**src/rtl/axi_read_burst_ctrl.sv**
```systemverilog
`default_nettype none
// ============================================================================
// Module   : axi_read_burst_ctrl
// Purpose  : AXI4 read-channel slave. Turns AR/R bursts into single-word
//            read requests on the read port of a single-port SRAM macro,
//            reached through a shared arbiter (valid_o / grant_i). A
//            2-entry return buffer absorbs the 1-cycle SRAM read latency
//            and R-channel backpressure while sustaining one beat per cycle.
// Ports    : clk, rst_n      clock, synchronous active-low reset
//            AR*_i, ARREADY_o AXI4 read address channel (SIZE/LOCK/CACHE/
//                             PROT/REGION/QOS ignored, full-width beats)
//            R*_o, RREADY_i   AXI4 read data channel (RRESP always OKAY)
//            MEM_*            SRAM read port (CEN/WEN active-low)
//            valid_o, grant_i request / grant towards the memory arbiter
// Options  : AXI_READ_WRAP_EN  when defined, WRAP bursts of 2/4/8/16 beats
//                              wrap inside their aligned window; otherwise
//                              WRAP bursts are handled as INCR.
// Revision : 1.0  initial release
// ============================================================================
module axi_read_burst_ctrl #(
  parameter int AXI4_ADDRESS_WIDTH = 32,
  parameter int AXI4_RDATA_WIDTH   = 64,
  parameter int AXI4_ID_WIDTH      = 16,
  parameter int AXI4_USER_WIDTH    = 10,
  parameter int AXI_NUMBYTES       = AXI4_RDATA_WIDTH / 8,
  parameter int MEM_ADDR_WIDTH     = 13
) (
  input  logic                          clk,
  input  logic                          rst_n,
  // read address channel
  input  logic [AXI4_ID_WIDTH-1:0]      ARID_i,
  input  logic [AXI4_ADDRESS_WIDTH-1:0] ARADDR_i,
  input  logic [7:0]                    ARLEN_i,
  input  logic [2:0]                    ARSIZE_i,
  input  logic [1:0]                    ARBURST_i,
  input  logic                          ARLOCK_i,
  input  logic [3:0]                    ARCACHE_i,
  input  logic [2:0]                    ARPROT_i,
  input  logic [3:0]                    ARREGION_i,
  input  logic [AXI4_USER_WIDTH-1:0]    ARUSER_i,
  input  logic [3:0]                    ARQOS_i,
  input  logic                          ARVALID_i,
  output logic                          ARREADY_o,
  // read data channel
  output logic [AXI4_ID_WIDTH-1:0]      RID_o,
  output logic [AXI4_RDATA_WIDTH-1:0]   RDATA_o,
  output logic [1:0]                    RRESP_o,
  output logic                          RLAST_o,
  output logic [AXI4_USER_WIDTH-1:0]    RUSER_o,
  output logic                          RVALID_o,
  input  logic                          RREADY_i,
  // SRAM read port
  output logic                          MEM_CEN_o,
  output logic                          MEM_WEN_o,
  output logic [MEM_ADDR_WIDTH-1:0]     MEM_A_o,
  output logic [AXI4_RDATA_WIDTH-1:0]   MEM_D_o,
  output logic [AXI_NUMBYTES-1:0]       MEM_BE_o,
  input  logic [AXI4_RDATA_WIDTH-1:0]   MEM_Q_i,
  // arbiter
  input  logic                          grant_i,
  output logic                          valid_o
);

  localparam int OFFSET_BIT = $clog2(AXI4_RDATA_WIDTH) - 3;

  localparam logic [0:0] S_IDLE  = 1'b0;
  localparam logic [0:0] S_BURST = 1'b1;

  // --------------------------------------------------------------------------
  // Burst context captured on AR acceptance
  // --------------------------------------------------------------------------
  logic [0:0]                  r_state;
  logic [AXI4_ID_WIDTH-1:0]    r_id;
  logic [AXI4_USER_WIDTH-1:0]  r_user;
  logic [7:0]                  r_len;
  logic                        r_fixed;
  logic [MEM_ADDR_WIDTH-1:0]   r_start;
  logic [7:0]                  r_count;

  // Tag of the request issued last cycle, paired with MEM_Q_i this cycle
  logic                        r_inflight;
  logic [AXI4_ID_WIDTH-1:0]    r_tag_id;
  logic [AXI4_USER_WIDTH-1:0]  r_tag_user;
  logic                        r_tag_last;

  // 2-entry return buffer
  logic [AXI4_RDATA_WIDTH-1:0] r_fifo_data [2];
  logic [AXI4_ID_WIDTH-1:0]    r_fifo_id   [2];
  logic [AXI4_USER_WIDTH-1:0]  r_fifo_user [2];
  logic                        r_fifo_last [2];
  logic                        r_wr_ptr;
  logic                        r_rd_ptr;
  logic [1:0]                  r_buf_count;

  logic                        w_ar_accept;
  logic                        w_pop;
  logic [2:0]                  w_occupancy;
  logic                        w_slot_free;
  logic                        w_issue;
  logic                        w_last_beat;
  logic [MEM_ADDR_WIDTH-1:0]   w_start_word;
  logic [MEM_ADDR_WIDTH-1:0]   w_incr_addr;
  logic [MEM_ADDR_WIDTH-1:0]   w_addr;
  logic                        w_unused_ar_fields;

  // Fields the controller deliberately ignores (full-width beats assumed)
  assign w_unused_ar_fields = ^{ARSIZE_i, ARLOCK_i, ARCACHE_i, ARPROT_i,
                                ARREGION_i, ARQOS_i, ARADDR_i};

  assign w_ar_accept  = (r_state == S_IDLE) && ARVALID_i;
  assign w_start_word = ARADDR_i[MEM_ADDR_WIDTH+OFFSET_BIT-1:OFFSET_BIT];
  assign w_pop        = (r_buf_count != 2'd0) && RREADY_i;

  // A buffer slot counts as free if it is empty now or is being drained in
  // this same cycle. Counting the concurrent pop is what allows one request
  // per cycle in steady state (one beat buffered + one in flight + one pop).
  assign w_occupancy  = {1'b0, r_buf_count} + {2'b00, r_inflight} - {2'b00, w_pop};
  assign w_slot_free  = (w_occupancy < 3'd2);

  assign valid_o      = (r_state == S_BURST) && w_slot_free;
  assign w_issue      = valid_o && grant_i;
  assign w_last_beat  = (r_count == r_len);

  // INCR address wraps naturally at the top of the word-address space
  assign w_incr_addr  = r_start + MEM_ADDR_WIDTH'(r_count);

`ifdef AXI_READ_WRAP_EN
  logic                        r_wrap;
  logic                        w_wrap_len_ok;
  logic [MEM_ADDR_WIDTH-1:0]   w_mask;

  // Only power-of-two burst lengths of 2/4/8/16 beats may wrap
  assign w_wrap_len_ok = (ARLEN_i == 8'd1) || (ARLEN_i == 8'd3) ||
                         (ARLEN_i == 8'd7) || (ARLEN_i == 8'd15);
  assign w_mask        = MEM_ADDR_WIDTH'(r_len);

  always_ff @(posedge clk) begin
    if (w_ar_accept) begin
      r_wrap <= (ARBURST_i == 2'b10) && w_wrap_len_ok;
    end
  end

  always_comb begin
    w_addr = w_incr_addr;
    if (r_fixed) begin
      w_addr = r_start;
    end else if (r_wrap) begin
      w_addr = (r_start & ~w_mask) | (w_incr_addr & w_mask);
    end
  end
`else
  always_comb begin
    w_addr = w_incr_addr;
    if (r_fixed) begin
      w_addr = r_start;
    end
  end
`endif

  // --------------------------------------------------------------------------
  // Control state
  // --------------------------------------------------------------------------
  always_ff @(posedge clk) begin
    if (!rst_n) begin
      r_state     <= S_IDLE;
      r_count     <= 8'd0;
      r_inflight  <= 1'b0;
      r_wr_ptr    <= 1'b0;
      r_rd_ptr    <= 1'b0;
      r_buf_count <= 2'd0;
    end else begin
      case (r_state)
        S_IDLE: begin
          if (ARVALID_i) begin
            r_state <= S_BURST;
            r_count <= 8'd0;
          end
        end
        S_BURST: begin
          if (w_issue) begin
            r_count <= r_count + 8'd1;
            // Leaving after the final issue lets the next AR be accepted
            // while this burst's last beats are still draining.
            if (w_last_beat) begin
              r_state <= S_IDLE;
            end
          end
        end
        default: r_state <= S_IDLE;
      endcase

      r_inflight <= w_issue;

      if (r_inflight) begin
        r_wr_ptr <= ~r_wr_ptr;
      end
      if (w_pop) begin
        r_rd_ptr <= ~r_rd_ptr;
      end
      r_buf_count <= r_buf_count + {1'b0, r_inflight} - {1'b0, w_pop};
    end
  end

  // --------------------------------------------------------------------------
  // Datapath registers (no reset needed; qualified by the control state)
  // --------------------------------------------------------------------------
  always_ff @(posedge clk) begin
    if (w_ar_accept) begin
      r_id    <= ARID_i;
      r_user  <= ARUSER_i;
      r_len   <= ARLEN_i;
      r_fixed <= (ARBURST_i == 2'b00);
      r_start <= w_start_word;
    end

    if (w_issue) begin
      r_tag_id   <= r_id;
      r_tag_user <= r_user;
      r_tag_last <= w_last_beat;
    end

    // SRAM data is valid the cycle after the accepted request
    if (r_inflight) begin
      r_fifo_data[r_wr_ptr] <= MEM_Q_i;
      r_fifo_id[r_wr_ptr]   <= r_tag_id;
      r_fifo_user[r_wr_ptr] <= r_tag_user;
      r_fifo_last[r_wr_ptr] <= r_tag_last;
    end
  end

  // --------------------------------------------------------------------------
  // Outputs
  // --------------------------------------------------------------------------
  assign ARREADY_o = (r_state == S_IDLE);

  assign RVALID_o  = (r_buf_count != 2'd0);
  assign RDATA_o   = r_fifo_data[r_rd_ptr];
  assign RID_o     = r_fifo_id[r_rd_ptr];
  assign RUSER_o   = r_fifo_user[r_rd_ptr];
  assign RLAST_o   = r_fifo_last[r_rd_ptr];
  assign RRESP_o   = 2'b00;

  assign MEM_CEN_o = ~w_issue;
  assign MEM_WEN_o = 1'b1;
  assign MEM_A_o   = w_addr;
  assign MEM_D_o   = '0;
  assign MEM_BE_o  = '1;

endmodule
`default_nettype wire

```
**config.mk**
```make
export PLATFORM = sky130hd
export DESIGN_NAME = axi_read_burst_ctrl
export DESIGN_NICKNAME = d
export VERILOG_FILES = /design/src/rtl/axi_read_burst_ctrl.sv
export SDC_FILE = /design/constraint.sdc
export NUM_CORES = 1
export LEC_CHECK = 0
export ABC_CLOCK_PERIOD_IN_PS = 5040
export BUFFER_PORTS_ARGS = -buffer_cell sky130_fd_sc_hd__buf_4
export CAP_MARGIN = 40
export CORE_MARGIN = 3
export CORE_UTILIZATION = 43
export CTS_BUF_LIST = sky130_fd_sc_hd__clkbuf_16
export DETAILED_ROUTE_END_ITERATION = 10
export GPL_ROUTABILITY_DRIVEN = 0
export PLACE_DENSITY = 0.8
export SYNTH_ARGS = -nofsm -noshare
export SYNTH_HDL_FRONTEND = slang
export SYNTH_SLANG_ARGS = --single-unit
```
**constraint.sdc**
```tcl
create_clock -name clk -period 5.04 [get_ports clk]
set_input_delay 1.008 -clock clk [delete_from_list [all_inputs] [get_ports clk]]
set_output_delay 1.008 -clock clk [all_outputs]
set_load 0.02 [all_outputs]
```
# Word-level counts from Yosys, hierarchy flattened
# Memory sizes are Yosys's and may differ from the RTL's. A register that Yosys moved wholly into a read port is not among the register bits.
# Index checks and enable logic that the tools add are counted.
dict set report classes {
  addsub 6
  n_lt_le_gt_ge 1
  n_eq_ne 3
  mux 18
  n_bitwise 4
  reduce_logical 7
}
# cell n
set ops {}
lappend ops {{$mux 8} 2}
lappend ops {{$pmux 8 s2} 1}
lappend ops {{$add 13x8->13} 1}
lappend ops {{$mux 1} 13}
lappend ops {{$mux 13} 1}
lappend ops {{$add 8x1->8 const B} 1}
lappend ops {{$eq 8x8->1} 1}
lappend ops {{$logic_and 1x1->1} 4}
lappend ops {{$not 1->1} 4}
lappend ops {{$add 2x1->3} 1}
lappend ops {{$lt 3x2->1 const B} 1}
lappend ops {{$sub 3x1->3} 1}
lappend ops {{$add 2x1->2} 1}
lappend ops {{$logic_not 2->1} 1}
lappend ops {{$ne 2x1->1 const B} 1}
lappend ops {{$ne 2x2->1 const B} 1}
lappend ops {{$pmux 1 s2} 1}
lappend ops {{$reduce_and 2->1} 1}
lappend ops {{$reduce_bool 2->1} 1}
lappend ops {{$sub 2x1->2} 1}
dict set report totals {
  reg_bits 89
  ramBits 182
  input_bits 156
  out_inout_bits 183
  memories 4
}
# name depth width read_ports rd_ports_with_merged_regs wr line
set memory_table {}
lappend memory_table {r_fifo_data 2 64 1 1 1 87} ;# logic [AXI4_RDATA_WIDTH-1:0] r_fifo_data [2];
lappend memory_table {r_fifo_id 2 16 1 1 1 88} ;# logic [AXI4_ID_WIDTH-1:0] r_fifo_id [2];
lappend memory_table {r_fifo_user 2 10 1 1 1 89} ;# logic [AXI4_USER_WIDTH-1:0] r_fifo_user [2];
lappend memory_table {r_fifo_last 2 1 1 1 1 90} ;# logic r_fifo_last [2];

# Longest topological paths before layout
dict set report depth {
  ltp_word 8
  ltp_mapped 11
}

# Least setup slack after synthesis
# Ideal clock, no wire load.
dict set report synth_path {
  kind {reg2reg}
  from {register r_inflight}
  to {memory r_fifo_data[0][0], enable pin}
  arrival_time_ns 4.414
  t_required_ns 4.487
  path_slack_ns 0.073
  path_stages_with_launch 2
  path_buffers 0
  cell_sequence {dfxtp_1 > nor2b_1}
}
dict set report synth_between {
  elab_chain_cells 2
}
# item line
set synth_rtl {}
lappend synth_rtl {{from (decl)} 81} ;# logic r_inflight;
lappend synth_rtl {{from (signal assigned)} 192} ;# r_inflight <= w_issue;
lappend synth_rtl {{$mux 1} 223} ;# if (r_inflight) begin
lappend synth_rtl {{$mux 1 (not written as such)} 224} ;# r_fifo_data[r_wr_ptr] <= MEM_Q_i;
lappend synth_rtl {{to (decl)} 87}
# No other way between the ends.

# Final worst setup path
dict set report layout_path {
  from {register r_count[0]}
  to {output port MEM_A_o[10]}
}
dict set report layout_between {
  elab_chain_cells 2
}
# item line
set layout_rtl {}
lappend layout_rtl {{from (decl)} 78} ;# logic [7:0] r_count;
lappend layout_rtl {{from (signal assigned)} 181} ;# r_count <= r_count + 8'd1;
lappend layout_rtl {{$add 13x8->13} 125} ;# assign w_incr_addr = r_start + MEM_ADDR_WIDTH'(r_count);
lappend layout_rtl {{$mux 13} 154} ;# if (r_fixed) begin
lappend layout_rtl {{to (decl)} 55} ;# output logic [MEM_ADDR_WIDTH-1:0] MEM_A_o,
# No other way between the ends.

==> impl_metrics.csv <==
group,metric,value,unit
final_layout,finalCoreUtilization,0.5532,
place,post-dp-hpwl,14.63,mm
logic_synthesis,share_of_flip_flops_with_an_asynchronous_set_or_reset,0,
timing,rsz0062_at_grt,"no",
floorplan,coreArea,24530,um2
timing,skew,0.008969,ns
route,via_count,5780,
route,wl_per_cell,17.66,um
timing,final.setup.tns,0,ns
grt,grt_pass1_vias,5700,
timing,setup-violations-final,0,
timing,report.final.hold_viol_count,0,
grt,grt_usage,0.1481,
cts,cts_setup_buffers,0,
cts,clkSlewWorstSetupHoldPaths,0.06,ns
route,total_detailed_routing_wirelength,21.40,mm
route,drt-vias-per-instance,4.769,
final_layout,layout-drive-gt1-share,0.4212,
logic_synthesis,synth.distinct_cells,46,
logic_synthesis,syn_area_per_cell,17.49,um2
grt,antenna_found_initial,2,
final_layout,layout.cells.most_common_list,"257 x edfxtp_1, 232 x buf_4, 93 x mux2_2",
place,io_buffer_count,225,
final_layout,final_nets,1034,
floorplan,dieWidth,164.5,um
critical_path,worst-path-max-fanout,7,
critical_path,setup.worst_path.start_class,"register",
flow_run,maxCapViolCount,0,
cts,tritoncts_num_sinks,272,
timing,max-slew-margin-rel,0.4332,
logic_synthesis,yosys_register_bits,272,
cts,cts.hold.buffers_added,0,
critical_path,worstPathArrival,3.03,ns
final_layout,flow.area_growth_from_synthesis,25.60,%
logic_synthesis,synth_seq_area_share,0.7419,
critical_path,setup.worst_path.class,"reg -> out",
final_layout,num_antenna_cells,0,
logic_synthesis,mappedNetlistArea,10810,um2
run_status,status,"finished, final reports clean",
timing,final.min_clock_period,4.040,ns
power_and_ir_drop,p_leak,5.060,nW
logic_synthesis,synth_top_flop_cell,"edfxtp_1",
cts,cts_htree_levels,1,
worst_hold_path,hold_path.class,"reg -> reg",
route,ant_nets,0,
logic_synthesis,syn_inst,618,
final_layout,layout.cell_area.non_filler,13570,um2
route,length_of_the_first_detailed_routing_pass_in_iterations,4,
final_layout,layoutNonFillerInstCount,1212,
power_and_ir_drop,vdd_ir_drop_max,285.5,uV
cts,ctsRootBufferMaster,"clkbuf_16",
timing,final_worst_path_cycle_share,0.8016,
floorplan,die_span_in_y,164.5,um
floorplan,die_outline_area,27070,um2
grt,grt_start_max_net_pins,61,
floorplan,io_pins,339,
timing,slew_violations,0,
place,placedInstanceArea,12670,um2
grt,grt_remaining_overflow,0,
place,dp.cells,1158,
critical_path,crit_required,4.03,ns
logic_synthesis,synth-warning-count,0,
cts,clkLatencyLatePin,0.54,ns
grt,grt_pass1_wl,31.18,mm
critical_path,crit_path_end_kind,"output pin",
floorplan,core.rowCount,57,
cts,tritoncts_buffer_count,29,
route,post-route-drc-count,0,
logic_synthesis,synth_enable_flop_cells,257,
timing,worst_slew_pin_slew,0.8501,ns
cts,cts-resized-gates,0,
route,initialDrtViolationCount,430,
timing,max_clock_freq,0.2475,GHz
power_and_ir_drop,cellPowerDensity,460.7,nW/um2
cts,cts_max_path_buffers,3,
final_layout,layout_commonest_cell,"edfxtp_1",
cts,cts_tree,"yes",
floorplan,initial_util,0.4405,
power_and_ir_drop,fin_total_pwr,6.253,mW
==> cell families (layout without fill, tap and decap cells) <==
logic type      after synthesis  count (layout)  synth area share
mux                          95              95           0.09876
flops                       272             272            0.7419
compound gates               47              47           0.02941
other cells                   2              75         0.0006949
simple gates                 71              71           0.03751
xor+xnor                     16              16           0.01297
fa+ha+maj                    13              13           0.01644
buf+inv                     102             299           0.06229
==> registers in the layout (all words and copies together) (netlist names), 2 cells and up, named ones only <==
register / cells
r_tag_id: 16
r_id: 16
r_fifo_id: 32
r_fifo_user: 20
r_count: 8
r_fifo_last: 2
r_buf_count: 2
r_tag_user: 10
r_fifo_data: 128
r_user: 10
r_start: 13
r_len: 8
==> stage by stage <==
stage	setup slack [ns]	hold slack [ns]
6_report	1.000	0.4147
2_1_floorplan	0.07302	0.4003
3_3_place_gp	1.103	0.4002
5_1_grt	0.7822	0.4152
3_5_place_dp	1.097	0.4045
4_1_cts	0.9733	0.4122
==> cell type report <==
class | count | area [um2]
clock buffer | 29 | 725.7
clock inverter | 25 | 177.7
fill | 1936 | 10960
inverter | 11 | 41.29
multi-input combinational | 317 | 2405
sequential | 272 | 8021
tap | 324 | 405.4
timing repair buffer | 234 | 1797
==> worst paths after layout <==
path                  startpoint       endpoint  slack [ns]  cells past startpoint
setup / recovery      r_count[0]    MEM_A_o[10]        1.00                      7
hold reg to reg        r_user[1]  r_tag_user[1]        0.41                      0
hold / removal         r_user[1]  r_tag_user[1]        0.41                      0
setup reg to reg  r_buf_count[1]     r_count[7]        1.98                     10
==> Yosys cell counts (3+ instances only) <==
master    number  area, um2
o211ai_1       4      30.03
o31ai_1        4      30.03
nor2b_1        8      50.05
nand3_1        5      25.02
clkbuf_1      14      52.55
xnor2_1       13      113.9
or4_1          6      45.04
a21oi_1       10      50.05
ha_1          11      137.6
xor2_1         3      26.28
edfxtp_1     257       7717
buf_4         75      563.0
and2_1         5      31.28
nand2_1       14      52.55
nand2b_1       5      31.28
nor2_1         7      26.28
nand4_1        3      18.77
inv_1         11      41.29
mux2_2        93       1047
nor3b_1        5      37.54
o21ai_0       11      55.05
a211oi_1       5      37.54
dfxtp_1       15      300.3
==> where the power goes <==
part           switching [mW]  internal, mW  leakage, nW  total (mW)
clock network           0.832          1.15        0.469        1.98
logic                   0.777         0.657         2.12        1.43
registers               0.136          2.70         2.47        2.84
total                    1.75          4.51         5.06        6.25
==> routing by layer <==
metal  GRT usage  up-vias  share of wire
li1            -     2698              -
met1      0.1689     2761           0.36
met2      0.2676      277           0.50
met3     0.05342       40           0.11
met4     0.03126        4          0.021
met5           0        -         0.0013
==> critical path, cell delays in order (launching register included) <==
cell	delay [ns]
dfxtp_1	0.41
ha_1	0.28
fa_1	0.44
a211oi_1	0.36
o21a_1	0.22
nor2_1	0.07
o311ai_0	0.47
buf_4	0.23
(Power assumes the default switching activity.)
